$ cat config.mk
export PLATFORM = sky130hd
export DESIGN_NAME = moesi_state_array_flat
export DESIGN_NICKNAME = d
export VERILOG_FILES = /design/src/rtl/moesi_pkg.sv /design/src/rtl/moesi_state_array_if.sv /design/src/rtl/moesi_line_next.sv /design/src/rtl/moesi_state_array.sv /design/src/flat_wrapper.sv
export SDC_FILE = /design/constraint.sdc
export NUM_CORES = 1
export LEC_CHECK = 0
export BUFFER_PORTS_ARGS = -buffer_cell sky130_fd_sc_hd__buf_2
export CAP_MARGIN = 20
export CORE_UTILIZATION = 50
export DETAILED_ROUTE_END_ITERATION = 8
export PLACE_DENSITY = 0.72
export SLEW_MARGIN = 5
export SYNTH_ARGS = -nofsm -noshare
export SYNTH_HDL_FRONTEND = slang
export SYNTH_SLANG_ARGS = --single-unit
$ cat constraint.sdc
create_clock -name clk -period 8.2 [get_ports clk]
set_input_delay 0.82 -clock clk [delete_from_list [all_inputs] [get_ports clk]]
set_output_delay 0.82 -clock clk [all_outputs]
set_load 0.03 [all_outputs]
$ cat src/rtl/moesi_pkg.sv
// Shared MOESI encodings, bus/snoop opcodes and the snoop transition function
// used by the per-core coherence state array.
package moesi_pkg;

  localparam logic [2:0] ST_M = 3'b000;
  localparam logic [2:0] ST_O = 3'b001;
  localparam logic [2:0] ST_E = 3'b010;
  localparam logic [2:0] ST_S = 3'b011;
  localparam logic [2:0] ST_I = 3'b100;

  localparam logic [1:0] SNP_READ  = 2'd0;
  localparam logic [1:0] SNP_WRITE = 2'd1;
  localparam logic [1:0] SNP_INV   = 2'd2;
  localparam logic [1:0] SNP_NOP   = 2'd3;

  localparam logic [1:0] BUS_RD   = 2'd0;
  localparam logic [1:0] BUS_RDX  = 2'd1;
  localparam logic [1:0] BUS_UPGR = 2'd2;

  typedef struct packed {
    logic [2:0] next_state;
    logic       provide_data;
    logic       shared;
    logic       invalidated;
  } snp_result_t;

  // Unused encodings read back from the array behave as Invalid.
  function automatic logic [2:0] moesi_norm(input logic [2:0] st);
    logic [2:0] r;
    case (st)
      ST_M, ST_O, ST_E, ST_S: r = st;
      default:                r = ST_I;
    endcase
    return r;
  endfunction

  function automatic snp_result_t moesi_snoop_next(input logic [2:0] state,
                                                   input logic [1:0] typ);
    snp_result_t r;
    logic [2:0]  st;
    st             = moesi_norm(state);
    r.next_state   = st;
    r.provide_data = 1'b0;
    r.shared       = 1'b0;
    r.invalidated  = 1'b0;
    case (typ)
      SNP_INV: begin
        r.shared      = (st != ST_I);
        r.invalidated = (st != ST_I);
        r.next_state  = ST_I;
      end
      SNP_WRITE: begin
        r.shared       = (st != ST_I);
        r.invalidated  = (st != ST_I);
        r.provide_data = (st == ST_M) || (st == ST_O);
        r.next_state   = ST_I;
      end
      SNP_READ: begin
        r.shared = (st != ST_I);
        case (st)
          ST_M, ST_O: begin
            r.next_state   = ST_O;
            r.provide_data = 1'b1;
          end
          ST_E: begin
            r.next_state   = ST_S;
            r.provide_data = 1'b1;
          end
          default: r.next_state = st;
        endcase
      end
      default: r.next_state = st;
    endcase
    return r;
  endfunction

endpackage

$ cat src/rtl/moesi_state_array_if.sv
// Core-side request/response, bus handshake, snoop and statistics signals of
// the MOESI state array; slave is the array, master is its environment.
interface moesi_state_array_if #(
  parameter int NUM_LINES = 16,
  parameter int IDX_W     = $clog2(NUM_LINES),
  parameter int CNT_W     = 16
);
  logic             req_valid;
  logic             req_ready;
  logic [IDX_W-1:0] req_idx;
  logic             req_write;
  logic             resp_valid;
  logic             resp_hit;
  logic [2:0]       resp_state;
  logic             bus_req_valid;
  logic [1:0]       bus_req_type;
  logic [IDX_W-1:0] bus_req_idx;
  logic             bus_done;
  logic             bus_shared;
  logic             snp_valid;
  logic [IDX_W-1:0] snp_idx;
  logic [1:0]       snp_type;
  logic             snp_resp_valid;
  logic             snp_provide_data;
  logic             snp_shared;
  logic             snp_invalidated;
  logic [CNT_W-1:0] stat_hits;
  logic [CNT_W-1:0] stat_misses;

  modport slave (
    input  req_valid, req_idx, req_write, bus_done, bus_shared,
           snp_valid, snp_idx, snp_type,
    output req_ready, resp_valid, resp_hit, resp_state,
           bus_req_valid, bus_req_type, bus_req_idx,
           snp_resp_valid, snp_provide_data, snp_shared, snp_invalidated,
           stat_hits, stat_misses
  );

  modport master (
    output req_valid, req_idx, req_write, bus_done, bus_shared,
           snp_valid, snp_idx, snp_type,
    input  req_ready, resp_valid, resp_hit, resp_state,
           bus_req_valid, bus_req_type, bus_req_idx,
           snp_resp_valid, snp_provide_data, snp_shared, snp_invalidated,
           stat_hits, stat_misses
  );
endinterface

$ cat src/rtl/moesi_line_next.sv
// Local-request decision for one line: hit or bus transaction, the bus
// opcode needed on a miss/upgrade, and the line state after a hit.
module moesi_line_next
  import moesi_pkg::*;
(
  input  logic [2:0] state,
  input  logic       write,
  output logic       hit,
  output logic [1:0] bus_type,
  output logic [2:0] hit_state
);

  logic [2:0] st_s;
  assign st_s = moesi_norm(state);

  // Classify the request against the current line state.
  always_comb begin
    hit       = 1'b0;
    bus_type  = BUS_RD;
    hit_state = st_s;
    case (st_s)
      ST_M, ST_E: begin
        hit       = 1'b1;
        hit_state = write ? ST_M : st_s;
      end
      ST_O, ST_S: begin
        hit      = ~write;
        bus_type = write ? BUS_UPGR : BUS_RD;
      end
      default: begin
        hit      = 1'b0;
        bus_type = write ? BUS_RDX : BUS_RD;
      end
    endcase
  end

endmodule

$ cat src/rtl/moesi_state_array.sv
// Per-core MOESI state store: serialises local requests through an
// IDLE/BUS/RESP controller and services one registered snoop per cycle.
module moesi_state_array
  import moesi_pkg::*;
#(
  parameter int NUM_LINES = 16,
  parameter int IDX_W     = $clog2(NUM_LINES),
  parameter int CNT_W     = 16
) (
  input  logic                 clk,
  input  logic                 rst,
  moesi_state_array_if.slave   port
);

  localparam logic [1:0] FSM_IDLE = 2'd0;
  localparam logic [1:0] FSM_BUS  = 2'd1;
  localparam logic [1:0] FSM_RESP = 2'd2;

  logic [1:0]       fsm_r, fsm_nxt_s;
  logic [2:0]       lines_r [NUM_LINES];
  logic [IDX_W-1:0] lat_idx_r;
  logic             lat_write_r;
  logic             resp_hit_r;
  logic [2:0]       resp_state_r;
  logic             snp_resp_valid_r, snp_provide_r, snp_shared_r, snp_inv_r;
  logic [CNT_W-1:0] hits_r, misses_r;

  logic [IDX_W-1:0] cur_idx_s, loc_idx_s;
  logic             cur_write_s;
  logic [2:0]       cur_state_s, fill_state_s, loc_state_s, snp_base_s, fill_final_s;
  logic             dec_hit_s;
  logic [1:0]       dec_bus_type_s;
  logic [2:0]       dec_hit_state_s;
  logic             req_ready_s, accept_s, fill_s, loc_we_s;
  snp_result_t      snp_res_s;

  moesi_line_next u_line_next (
    .state     (cur_state_s),
    .write     (cur_write_s),
    .hit       (dec_hit_s),
    .bus_type  (dec_bus_type_s),
    .hit_state (dec_hit_state_s)
  );

  // The decoder looks at the incoming request in IDLE and at the latched
  // request in BUS, so the bus opcode tracks snoops against the pending line.
  always_comb begin
    cur_idx_s    = (fsm_r == FSM_IDLE) ? port.req_idx   : lat_idx_r;
    cur_write_s  = (fsm_r == FSM_IDLE) ? port.req_write : lat_write_r;
    cur_state_s  = moesi_norm(lines_r[cur_idx_s]);
    req_ready_s  = (fsm_r == FSM_IDLE) &&
                   !(port.snp_valid && (port.snp_idx == port.req_idx));
    accept_s     = port.req_valid && req_ready_s;
    fill_s       = (fsm_r == FSM_BUS) && port.bus_done;
    fill_state_s = (dec_bus_type_s == BUS_RD) ? (port.bus_shared ? ST_S : ST_E) : ST_M;
    loc_idx_s    = cur_idx_s;
    loc_state_s  = fill_state_s;
    if (fill_s) begin
      loc_we_s = 1'b1;
    end else if (accept_s && dec_hit_s && cur_write_s) begin
      loc_we_s    = 1'b1;
      loc_state_s = ST_M;
    end else begin
      loc_we_s = 1'b0;
    end
    // A snoop colliding with a local write sees the freshly written state.
    snp_base_s   = (loc_we_s && (loc_idx_s == port.snp_idx)) ? loc_state_s
                                                             : lines_r[port.snp_idx];
    snp_res_s    = moesi_snoop_next(snp_base_s, port.snp_type);
    fill_final_s = (port.snp_valid && (port.snp_idx == lat_idx_r)) ? snp_res_s.next_state
                                                                  : fill_state_s;
  end

  // Controller next-state.
  always_comb begin
    fsm_nxt_s = fsm_r;
    case (fsm_r)
      FSM_IDLE: fsm_nxt_s = accept_s ? (dec_hit_s ? FSM_RESP : FSM_BUS) : FSM_IDLE;
      FSM_BUS:  fsm_nxt_s = fill_s ? FSM_RESP : FSM_BUS;
      FSM_RESP: fsm_nxt_s = FSM_IDLE;
      default:  fsm_nxt_s = FSM_IDLE;
    endcase
  end

  // Controller state, latched request, completion result and statistics.
  always_ff @(posedge clk or posedge rst) begin
    if (rst) begin
      fsm_r        <= FSM_IDLE;
      lat_idx_r    <= {IDX_W{1'b0}};
      lat_write_r  <= 1'b0;
      resp_hit_r   <= 1'b0;
      resp_state_r <= ST_I;
      hits_r       <= {CNT_W{1'b0}};
      misses_r     <= {CNT_W{1'b0}};
    end else begin
      fsm_r <= fsm_nxt_s;
      if (accept_s) begin
        lat_idx_r   <= port.req_idx;
        lat_write_r <= port.req_write;
      end
      if (accept_s && dec_hit_s) begin
        resp_hit_r   <= 1'b1;
        resp_state_r <= dec_hit_state_s;
        if (hits_r != {CNT_W{1'b1}}) hits_r <= hits_r + CNT_W'(1);
      end else if (fill_s) begin
        resp_hit_r   <= 1'b0;
        resp_state_r <= fill_final_s;
        if (misses_r != {CNT_W{1'b1}}) misses_r <= misses_r + CNT_W'(1);
      end
    end
  end

  // Line state array: snoop result overrides a same-line local write.
  always_ff @(posedge clk or posedge rst) begin
    if (rst) begin
      for (int i = 0; i < NUM_LINES; i++) lines_r[i] <= ST_I;
    end else begin
      for (int i = 0; i < NUM_LINES; i++) begin
        if (port.snp_valid && (port.snp_idx == IDX_W'(i))) begin
          lines_r[i] <= snp_res_s.next_state;
        end else if (loc_we_s && (loc_idx_s == IDX_W'(i))) begin
          lines_r[i] <= loc_state_s;
        end
      end
    end
  end

  // Registered snoop response.
  always_ff @(posedge clk or posedge rst) begin
    if (rst) begin
      snp_resp_valid_r <= 1'b0;
      snp_provide_r    <= 1'b0;
      snp_shared_r     <= 1'b0;
      snp_inv_r        <= 1'b0;
    end else begin
      snp_resp_valid_r <= port.snp_valid;
      snp_provide_r    <= port.snp_valid & snp_res_s.provide_data;
      snp_shared_r     <= port.snp_valid & snp_res_s.shared;
      snp_inv_r        <= port.snp_valid & snp_res_s.invalidated;
    end
  end

  assign port.req_ready        = req_ready_s;
  assign port.resp_valid       = (fsm_r == FSM_RESP);
  assign port.resp_hit         = resp_hit_r;
  assign port.resp_state       = resp_state_r;
  assign port.bus_req_valid    = (fsm_r == FSM_BUS);
  assign port.bus_req_type     = (fsm_r == FSM_BUS) ? dec_bus_type_s : BUS_RD;
  assign port.bus_req_idx      = (fsm_r == FSM_BUS) ? lat_idx_r : {IDX_W{1'b0}};
  assign port.snp_resp_valid   = snp_resp_valid_r;
  assign port.snp_provide_data = snp_provide_r;
  assign port.snp_shared       = snp_shared_r;
  assign port.snp_invalidated  = snp_inv_r;
  assign port.stat_hits        = hits_r;
  assign port.stat_misses      = misses_r;

endmodule

$ cat src/flat_wrapper.sv
// flat-port wrapper written by rule: the top's interface ports become plain ports
module moesi_state_array_flat import moesi_pkg::*;
#(
  parameter int NUM_LINES = 16,
  parameter int IDX_W     = $clog2(NUM_LINES),
  parameter int CNT_W     = 16
)
  (clk, rst, port_req_valid, port_req_idx, port_req_write, port_bus_done, port_bus_shared, port_snp_valid, port_snp_idx, port_snp_type, port_req_ready, port_resp_valid, port_resp_hit, port_resp_state, port_bus_req_valid, port_bus_req_type, port_bus_req_idx, port_snp_resp_valid, port_snp_provide_data, port_snp_shared, port_snp_invalidated, port_stat_hits, port_stat_misses);
  moesi_state_array_if #(.NUM_LINES(NUM_LINES), .IDX_W(IDX_W), .CNT_W(CNT_W)) port_i ();
  input  logic clk;
  input  logic rst;
  input wire logic [$bits(port_i.req_valid)-1:0] port_req_valid;
  input wire logic [$bits(port_i.req_idx)-1:0] port_req_idx;
  input wire logic [$bits(port_i.req_write)-1:0] port_req_write;
  input wire logic [$bits(port_i.bus_done)-1:0] port_bus_done;
  input wire logic [$bits(port_i.bus_shared)-1:0] port_bus_shared;
  input wire logic [$bits(port_i.snp_valid)-1:0] port_snp_valid;
  input wire logic [$bits(port_i.snp_idx)-1:0] port_snp_idx;
  input wire logic [$bits(port_i.snp_type)-1:0] port_snp_type;
  output wire logic [$bits(port_i.req_ready)-1:0] port_req_ready;
  output wire logic [$bits(port_i.resp_valid)-1:0] port_resp_valid;
  output wire logic [$bits(port_i.resp_hit)-1:0] port_resp_hit;
  output wire logic [$bits(port_i.resp_state)-1:0] port_resp_state;
  output wire logic [$bits(port_i.bus_req_valid)-1:0] port_bus_req_valid;
  output wire logic [$bits(port_i.bus_req_type)-1:0] port_bus_req_type;
  output wire logic [$bits(port_i.bus_req_idx)-1:0] port_bus_req_idx;
  output wire logic [$bits(port_i.snp_resp_valid)-1:0] port_snp_resp_valid;
  output wire logic [$bits(port_i.snp_provide_data)-1:0] port_snp_provide_data;
  output wire logic [$bits(port_i.snp_shared)-1:0] port_snp_shared;
  output wire logic [$bits(port_i.snp_invalidated)-1:0] port_snp_invalidated;
  output wire logic [$bits(port_i.stat_hits)-1:0] port_stat_hits;
  output wire logic [$bits(port_i.stat_misses)-1:0] port_stat_misses;
  assign port_i.req_valid = port_req_valid;
  assign port_i.req_idx = port_req_idx;
  assign port_i.req_write = port_req_write;
  assign port_i.bus_done = port_bus_done;
  assign port_i.bus_shared = port_bus_shared;
  assign port_i.snp_valid = port_snp_valid;
  assign port_i.snp_idx = port_snp_idx;
  assign port_i.snp_type = port_snp_type;
  assign port_req_ready = port_i.req_ready;
  assign port_resp_valid = port_i.resp_valid;
  assign port_resp_hit = port_i.resp_hit;
  assign port_resp_state = port_i.resp_state;
  assign port_bus_req_valid = port_i.bus_req_valid;
  assign port_bus_req_type = port_i.bus_req_type;
  assign port_bus_req_idx = port_i.bus_req_idx;
  assign port_snp_resp_valid = port_i.snp_resp_valid;
  assign port_snp_provide_data = port_i.snp_provide_data;
  assign port_snp_shared = port_i.snp_shared;
  assign port_snp_invalidated = port_i.snp_invalidated;
  assign port_stat_hits = port_i.stat_hits;
  assign port_stat_misses = port_i.stat_misses;
  moesi_state_array #(.NUM_LINES(NUM_LINES), .IDX_W(IDX_W), .CNT_W(CNT_W)) u_core (.clk(clk), .rst(rst), .port(port_i));
endmodule
; ---- Word-level counts from Yosys, hierarchy flattened
; Cells that the tools add are included.
[word_totals]
output_inout_bits = 49
inputBits = 17
elab_cells = 245
regBits = 95
[classes]
mux = 73
bitwise = 7
n_eq_ne = 54
add_sub_neg = 2
magnitude_cmp = 2
reduce_logical = 80
[op_table]
columns = cell, count
row1 = 2-to-1 mux 3 bit, 48
row2 = "== test 4 bit, second input constant", 16
row3 = logical AND 1 bit, 40
row4 = nonzero test 2 bit, 17
row5 = "adder 16 x 1 -> 16 bit, second input constant", 2
row6 = "== test 4 x 3 -> 1 bit, second input constant", 8
row7 = "inequality test 16 bit, second input constant", 2
row8 = "== test 3 x 2 -> 1 bit, second input constant", 9
row9 = binary-select mux 3 bit (select 4 bit), 2
row10 = "== test 4 x 2 -> 1 bit, second input constant", 4
row11 = "== test 3 x 1 -> 1 bit, second input constant", 5
row12 = zero test 3 bit, 5
row13 = == test 4 bit, 3
row14 = case mux 3 bit (2 select lines), 2
row15 = OR reduction 4 bit, 3
row16 = "greater-or-equal comparator 5 bit, second input constant", 2
row17 = 2-to-1 mux 1 bit, 10
row18 = 2-to-1 mux 2 bit, 5
row19 = NOT 4 -> 5 bit, 2
row20 = "== test 4 x 1 -> 1 bit, second input constant", 2
row21 = zero test 4 bit, 2
row22 = 2-to-1 mux 4 bit, 2
row23 = case mux 2 bit (2 select lines), 2
row24 = OR reduction 2 bit, 4
row25 = other kinds (12), 21

; ---- Depth between registers and ports, before layout
; Gate-level depths: netlist (run 1).
[logic_depth]
ltp_word = 31
mapped_depth = 15
ltp_nobuf = 9

; ---- Hierarchy
; Synthesis (run 1) repeated with hierarchy kept, for this count alone.
[unflattened]
cells_unflattened = 566
area_unflattened_um2 = 5814.3
[modules_own_cells]
columns = module, cells_per_inst, instances, area_each_um2, seq_area_each_um2
row1 = moesi_state_array, 559, 1, 5765.5, 2398.6
row2 = moesi_line_next, 7, 1, 48.8, 0.0

; ---- Least setup slack after synthesis (run 1)
; No wires, ideal clock.
[synth_timing]
path_type = input -> output
from = input port_req_idx[0]
to = output port_bus_req_type[1]
path_buffers = 3
stages = 9
t_arrival_ns = 3.532
path_slack_ns = 3.848
path_cell_list = or3b_4 > and2_4 > buf_6 > buf_8 > nand2_1 > o22ai_1 > or4_4 > buf_6 > nor4b_1
[synth_via]
elab_chain_cells = 15
word_cells_on_any_way = 25
classes_between = eq/ne: 9 / mux: 8 / bitwise: 1 / reduce/logical: 7
[synth_lines]
columns = element, line
row1 = start: declaration, flat_wrapper.sv:13  ; input wire logic [$bits(port_i.req_idx)-1:0] port_req_idx;
row2 = 2-to-1 mux 4 bit (*), moesi_state_array.sv:48  ; cur_idx_s = (fsm_r == FSM_IDLE) ? port.req_idx : lat_idx_r;
row3 = NOT 4 -> 5 bit (not written as such) (*), moesi_state_array.sv:50  ; cur_state_s = moesi_norm(lines_r[cur_idx_s]);
row4 = binary-select mux 3 bit (select 4 bit) (*), moesi_state_array.sv:50
row5 = 2-to-1 mux 3 bit (not written as such) (*) (2 in series), moesi_state_array.sv:50
row6 = == test 3 x 1 -> 1 bit (tied with other cells), moesi_pkg.sv:30  ; case (st)
row7 = OR reduction 4 bit, moesi_pkg.sv:30
row8 = 2-to-1 mux 3 bit (*), moesi_pkg.sv:30
row9 = == test 3 x 1 -> 1 bit (tied with other cells), moesi_pkg.sv:30
row10 = OR reduction 4 bit, moesi_pkg.sv:30
row11 = 2-to-1 mux 3 bit (*), moesi_pkg.sv:30
row12 = == test 3 x 1 -> 1 bit (tied with other cells), moesi_line_next.sv:21  ; case (st_s)
row13 = OR reduction 2 bit, moesi_line_next.sv:21
row14 = case mux 2 bit (2 select lines) (*), moesi_line_next.sv:21
row15 = 2-to-1 mux 2 bit (*), moesi_state_array.sv:148  ; assign port.bus_req_type = (fsm_r == FSM_BUS) ? dec_bus_type_s : BUS_RD;
row16 = end: declaration, flat_wrapper.sv:25  ; output wire logic [$bits(port_i.bus_req_type)-1:0] port_bus_req_type;
; Every way passes the cells marked *; elsewhere a longest branch is shown, timed or not. The select of a mux whose other input is x is not followed.

; ---- Final worst setup path (run 1)
[layout_timing]
from = register u_core.fsm_r[0]
to = output port_bus_req_type[1]
[layout_via]
elab_chain_cells = 16
word_cells_on_any_way = 29
classes_between = eq/ne: 10 / mux: 10 / bitwise: 1 / reduce/logical: 8
[layout_lines]
columns = element, line
row1 = start: declaration, moesi_state_array.sv:19  ; logic [1:0] fsm_r, fsm_nxt_s;
row2 = start signal: assignment, moesi_state_array.sv:96  ; fsm_r <= fsm_nxt_s;
row3 = zero test 2 bit, "moesi_state_array.sv:48, moesi_state_array.sv:49"
row4 = 2-to-1 mux 4 bit, moesi_state_array.sv:48
row5 = NOT 4 -> 5 bit (not written as such), moesi_state_array.sv:50
row6 = binary-select mux 3 bit (select 4 bit), moesi_state_array.sv:50
row7 = 2-to-1 mux 3 bit (not written as such) (2 in series), moesi_state_array.sv:50
row8 = == test 3 x 1 -> 1 bit (tied with other cells), moesi_pkg.sv:30
row9 = OR reduction 4 bit, moesi_pkg.sv:30
row10 = 2-to-1 mux 3 bit, moesi_pkg.sv:30
row11 = == test 3 x 1 -> 1 bit (tied with other cells), moesi_pkg.sv:30
row12 = OR reduction 4 bit, moesi_pkg.sv:30
row13 = 2-to-1 mux 3 bit, moesi_pkg.sv:30
row14 = == test 3 x 1 -> 1 bit (tied with other cells), moesi_line_next.sv:21
row15 = OR reduction 2 bit, moesi_line_next.sv:21
row16 = case mux 2 bit (2 select lines), moesi_line_next.sv:21
row17 = 2-to-1 mux 2 bit (*), moesi_state_array.sv:148
; Marks and branches as above.

==> results of run 1 <==
==> cells by family (layout without fill, tap and decap cells) <==
kind of cell / Yosys count / in the layout / synth area share, %
and+or+nand+nor: 186 / 186 / 17.6
muxes: 112 / 112 / 23.5
DFF: 95 / 95 / 40.8
AOI/OAI and AO/OA: 55 / 55 / 6.58
xor gates and xnor gates: 42 / 42 / 6.26
buffers and inverters: 36 / 95 / 4.15
adders and majority gates: 5 / 5 / 1.06
==> critical path: cells and delay by family, from the launching register on <==
family / cells / cell delay (ns)
AO/OA/AOI/OAI: 2 / 1.16
AND/OR/NAND/NOR: 4 / 1.11
flip-flops: 1 / 0.62
buffers and inverters: 1 / 0.27
==> stage by stage <==
step	worst slack (ns)	util (%)	total power, mW	hold WS (ns)	cell area, sq um
2_1_floorplan	3.85	-	1.59	0.462	5880
3_3_place_gp	3.84	54.2	1.76	0.462	6190
3_5_place_dp	3.75	54.3	1.80	0.458	6200
4_1_cts	3.76	57.1	2.25	0.367	6520
5_1_grt	3.70	57.4	2.37	0.388	6550
6_report	3.87	57.4	2.26	0.367	6550
==> layout make-up <==
class / instances / area share (%)
clock inverters: 7 / 1.39
clock buffers: 9 / 3.44
well taps: 143 / 2.73
multi-input cells: 400 / 49.4
inverters: 10 / 0.592
flip-flops and latches: 95 / 36.6
repair buffers: 69 / 5.79
==> sequential cells by signal, summed over array words and instances, names as in the netlist <==
register and count:
u_core.port.snp_shared 1, u_core.port.stat_misses 16, u_core.port.snp_invalidated 1, u_core.port.resp_hit 1
u_core.port.snp_provide_data 1, u_core.fsm_r 2, u_core.port.resp_state 3, u_core.lat_idx_r 4
u_core.port.stat_hits 16, u_core.lat_write_r 1, u_core.port.snp_resp_valid 1, u_core.lines_r 48
==> worst max path at each step <==
stage / to / depth (start not counted) / from
6_report: port_bus_req_type[1] / 7 / u_core.fsm_r[0]
5_1_grt: port_bus_req_type[1] / 7 / u_core.fsm_r[0]
4_1_cts: port_bus_req_type[1] / 7 / u_core.fsm_r[0]
3_5_place_dp: u_core.lines_r[0] / 10 / port_req_idx[0]
3_3_place_gp: u_core.lines_r[33] / 10 / port_req_idx[0]
2_1_floorplan: port_bus_req_type[1] / 9 / port_req_idx[0]
==> placed cells by master, fill, tap and decap left out, drive strengths merged, types with 17 or more instances in the layout <==
| cell | instances |
|---|---|
| nand2 | 54 |
| mux2i | 85 |
| xnor2 | 24 |
| mux4 | 19 |
| xor2 | 18 |
| o21ai | 24 |
| nand3 | 48 |
| dfrtp | 78 |
| buf | 68 |
| dfstp | 17 |
| nor2 | 27 |
==> power breakdown <==
group / switching, mW / total (mW) / internal, mW
Sequential: 0.169 / 0.820 / 0.651
Clock: 0.198 / 0.442 / 0.244
Combinational: 0.599 / 0.994 / 0.396
==> routing by layer <==
| layer | GRT usage [%] | part of all wire, % | up-vias |
|---|---|---|---|
| li1 | - | - | 2036 |
| met1 | 31.7 | 42 | 2225 |
| met2 | 40.4 | 49 | 190 |
| met4 | 9.33 | 2.7 | 0 |
| met5 | 0 | 0 | - |
| met3 | 4.39 | 6.0 | 35 |
==> reports/metrics.yaml, run 1 <==
synth:
  synth_edf_count: 0
  synth_commonest_cells: "85 x mux2i_1, 78 x dfrtp_1, 53 x nand2_1"
  synthesis.nets: 553
  synth_most_common_cell: "mux2i_1"
  synth_top_area_share_pct: 33.2
  synth-warning-count: 0
  syn_area_per_cell_sq_um: 11.1
  yosysUniqueCellTypes: 62
  synthArstFlopShare_pct: 100
  ys.flop_type: "dfrtp_1"
  netlist_area_sq_mm: 0.00588
  ys_top_cells_by_area: "dfrtp_1 33%, mux2i_1 14%, dfstp_2 7.6%, mux4_2 6.1%, xnor2_1 3.6%"
  yosysTopAreaCell: "dfrtp_1"
  synth-seq-cells: 95
  synthCells: 531
  seq_area_frac_synth_pct: 40.8
worst_setup_path:
  reg2reg_setup_slack_ns: 3.90
  cp_max_fo: 10
  cp.arrival_ns: 3.51
  crit_type: "flop to output pin"
  crit_slowest_cell: "o31ai_1"
  critical_path.max_stage_delay_ns: 0.94
  cp-start-kind: "flop"
  critical_path.cell_chain: "nor2_8, o31ai_1, nand2_1, o22ai_1, or4_1, nor4b_1, buf_2"
  reg2reg_depth: 9
  regToRegEndpoint: "u_core.lines_r[15]"
  reg2reg_from: "u_core.fsm_r[0]"
  end_kind: "output pin"
  cp.required_ns: 7.38
global_route:
  grt_pass1_wl_um: 23500
  grt_pass1_vias: 4401
  antenna_found_initial: 0
  grt_use_total_pct: 24.4
  grt_max_degree: 83
  grt-ovfl-total: 0
clocking:
  cts_buffer_depth: 2
  hold_buffers: 0
  post_cts_buffers: 0
  htreeDepth: 3
  ctsResizeCount: 0
  cts-root-buf: "clkbuf_16"
  clk_pin_slew_worst_paths_ns: 0.07
  clock_latency_ns: 0.36
  cts.sinks: 95
  cts_buffers: 9
  cts_tree: "done"
route:
  drt-pass1-iter-count: 6
  vias: 4486
  vias_per_cell: 6.12
  wire_per_inst_um: 19.5
  wirelength_um: 14300
  drt_iter0_markers: 377
  antenna_left: 0
  drcViolationCount: 0
pwr:
  leakagePower_nw: 3.29
  ir_drop_mv: 0.264
  power_density_mw_per_mm2: 345
layout:
  area_growth_pct: 11.5
  drive_above_1_share_pct: 27.1
  nets: 607
  instances_no_fill: 733
  multi_input_comb_area_sq_mm: 0.00324
  diodes: 0
  num-fill-cells: 970
  seq_area_sq_mm: 0.00240
timing:
  tns_ns: 0
  setup_viol: 0
  period_needed_ns: 4.33
  final_max_slew_viol_count: 0
  worst_slew_pin_slew_ns: 1.16
  fin_crit_sh_pct: 52.8
  fmax_ghz: 0.231
  finalHoldViolations: 0
  maxSlewHeadroom_pct: 22.1
  rsz0062_at_grt: "false"
  fin_skew_ns: 0.0113
die:
  die_h_um: 110
  io_pins: 66
  core_area_sq_mm: 0.0114
  floorplan.rows: 39
  start_util_pct: 51.5
  dieArea_sq_mm: 0.0122
  die_w_um: 110
worst_hold_path:
  hold_path.class: "input port to async pin"
placed_design:
  dp_hpwl_um: 10200
  dp_cells: 715
  io_buffer_count: 65
  gp_congestion: 0.927
run_status:
  outcome: "complete, no violations"
flow_run:
  maxCapViolCount: 0
Note: power is estimated with default switching activity, not from simulation.
==> run 2, diff against run 1 <==
PLACE_DENSITY = 0.75   (was 0.72)
clock period = 3.8 ns   (was 8.2 ns; I/O delays follow)
==> reports/metrics.yaml, run 2 (same netlist as run 1, synthesis figures left out) <==
flow_run:
  maxCapViolCount: 0
placed_design:
  dp_cells: 724
  io_buffer_count: 65
  gp_congestion: 0.905
  dp_hpwl_um: 10100
die:
  floorplan.rows: 39
  die_h_um: 110
  io_pins: 66
  dieArea_sq_mm: 0.0122
  start_util_pct: 51.5
  core_area_sq_mm: 0.0114
  die_w_um: 110
layout:
  mostFrequentLayoutCells: "84 x mux2i_1, 78 x dfrtp_1, 65 x buf_2"
  final_common_cell: "mux2i_1"
  regMostFlops: "u_core.lines_r"
  drive_above_1_share_pct: 28.4
  diodes: 0
  area_growth_pct: 12.0
  instances_no_fill: 741
  largest_reg_flops: 48
  nets: 615
pwr:
  switching_share_pct: 42.8
  ir_drop_mv: 0.378
  p_clk_share_pct: 18.2
  power_density_mw_per_mm2: 738
  cell_internal_pwr_mw: 2.78
  p_switching_mw: 2.08
  pwr-share-comb_pct: 45.5
  pwr-share-seq_pct: 36.2
  leakagePower_nw: 3.30
  fin_total_pwr_mw: 4.85
route:
  wire_per_inst_um: 19.1
  antenna_left: 0
  vias_per_cell: 6.12
  drt_iter0_markers: 473
  drt-pass1-iter-count: 5
  drcViolationCount: 0
  wirelength_um: 14200
  vias: 4535
worst_setup_path:
  cp_max_fo: 15
  cp.arrival_ns: 3.31
  cp.required_ns: 3.42
  crit_type: "flop to output pin"
  cp-start-kind: "flop"
  end_kind: "output pin"
worst_hold_path:
  hold_path.class: "input port to async pin"
clocking:
  cts_buffer_depth: 2
  cts_tree: "done"
  clock_latency_ns: 0.35
  cts.sinks: 95
  clk_pin_slew_worst_paths_ns: 0.07
  htreeDepth: 3
  cts_buffers: 9
  cts-root-buf: "clkbuf_16"
global_route:
  grt_pass1_wl_um: 23300
  grt_pass1_vias: 4463
  grt_max_degree: 49
  grt-ovfl-total: 0
  antenna_found_initial: 0
  grt_use_total_pct: 24.2
timing:
  setup_viol: 0
  finalHoldViolations: 0
  final_max_slew_viol_count: 0
  fin_crit_sh_pct: 97.0
  maxSlewHeadroom_pct: 47.3
  worst_slew_pin_slew_ns: 0.790
  period_needed_ns: 3.69
  rsz0062_at_grt: "false"
  fin_skew_ns: 0.00907
  tns_ns: 0
  fmax_ghz: 0.271
run_status:
  outcome: "complete, no violations"
[run 2: cell types whose count changed in the layout (fill, tap and decap cells not counted), sizes merged]
cell,before,now
clkinv,3,1
bufinv,1,0
buf,68,77
clkinvlp,1,3
[run 2: final timing paths]
path | cells past startpoint | endpoint | slack, ns | start
worst max-delay path | 7 | port_bus_req_type[1] | 0.11 | u_core.fsm_r[0]
worst min-delay path | 2 | u_core.port.stat_misses[12] | 0.15 | rst
worst max register to register | 10 | u_core.lines_r[37] | 0.18 | u_core.fsm_r[0]
worst min register to register | 1 | u_core.port.stat_misses[8] | 0.48 | u_core.port.stat_misses[8]
max in group asynchronous | 3 | u_core.lines_r[35] | 2.77 | rst
min in group clk | 2 | u_core.fsm_r[0] | 0.27 | port_bus_done
[run 2: what timing repair did]
action / in CTS / in global routing
setup endpoints to repair: 0 / 10
hold buffers: 0 / 0
gates resized for setup: 0 / 3
setup buffers: 0 / 1
[run 2: cell type report]
type                       count  area (sq um)
clock inverter                 6          51.3
tap                          143           179
multi-input combinational    400          3250
clock buffer                  10           239
inverter                      10          38.8
sequential                    95          2400
timing repair buffer          77           428
fill                         955          4840
[run 2: metal layers]
| layer | track usage (%) | wire [um] | vias to the layer above |
|---|---|---|---|
| met2 | 40.2 | 7000 | 170 |
| met5 | 0 | 0 | - |
| met4 | 9.69 | 346 | 0 |
| li1 | - | - | 2057 |
| met3 | 5.21 | 964 | 31 |
| met1 | 30.9 | 5860 | 2277 |
[run 2: power groups by stage]
stage / logic (mW) / clock network, mW / registers [mW]
after floorplan: 1.68 / 0 / 1.75
after global placement: 2.09 / 0 / 1.74
after detailed placement: 2.15 / 0 / 1.76
after CTS: 2.16 / 0.902 / 1.74
after global routing: 2.37 / 0.942 / 1.80
final: 2.21 / 0.884 / 1.76
[run 2: metrics by stage]
step / cell area (sq um) / hold WS, ns / setup WS (ns) / util (%)
final: 6580 / 0.151 / 0.113 / 57.6
after global routing: 6580 / 0.209 / 0.0592 / 57.6
after CTS: 6550 / 0.178 / 0.0839 / 57.4
after detailed placement: 6260 / 0.467 / 0.205 / 54.8
after global placement: 6260 / 0.468 / 0.290 / 54.8
after floorplan: 5880 / 0.411 / 0.188 / -
[run 2: worst max-delay path, stage by stage, from the launching register on]
cell and delay, ns:
dfrtp_1 0.52, nor2_8 0.27, mux2_4 0.43, mux2i_1 0.25, o22ai_1 0.13, or4_4 0.65, nor4b_1 0.42, buf_2 0.27
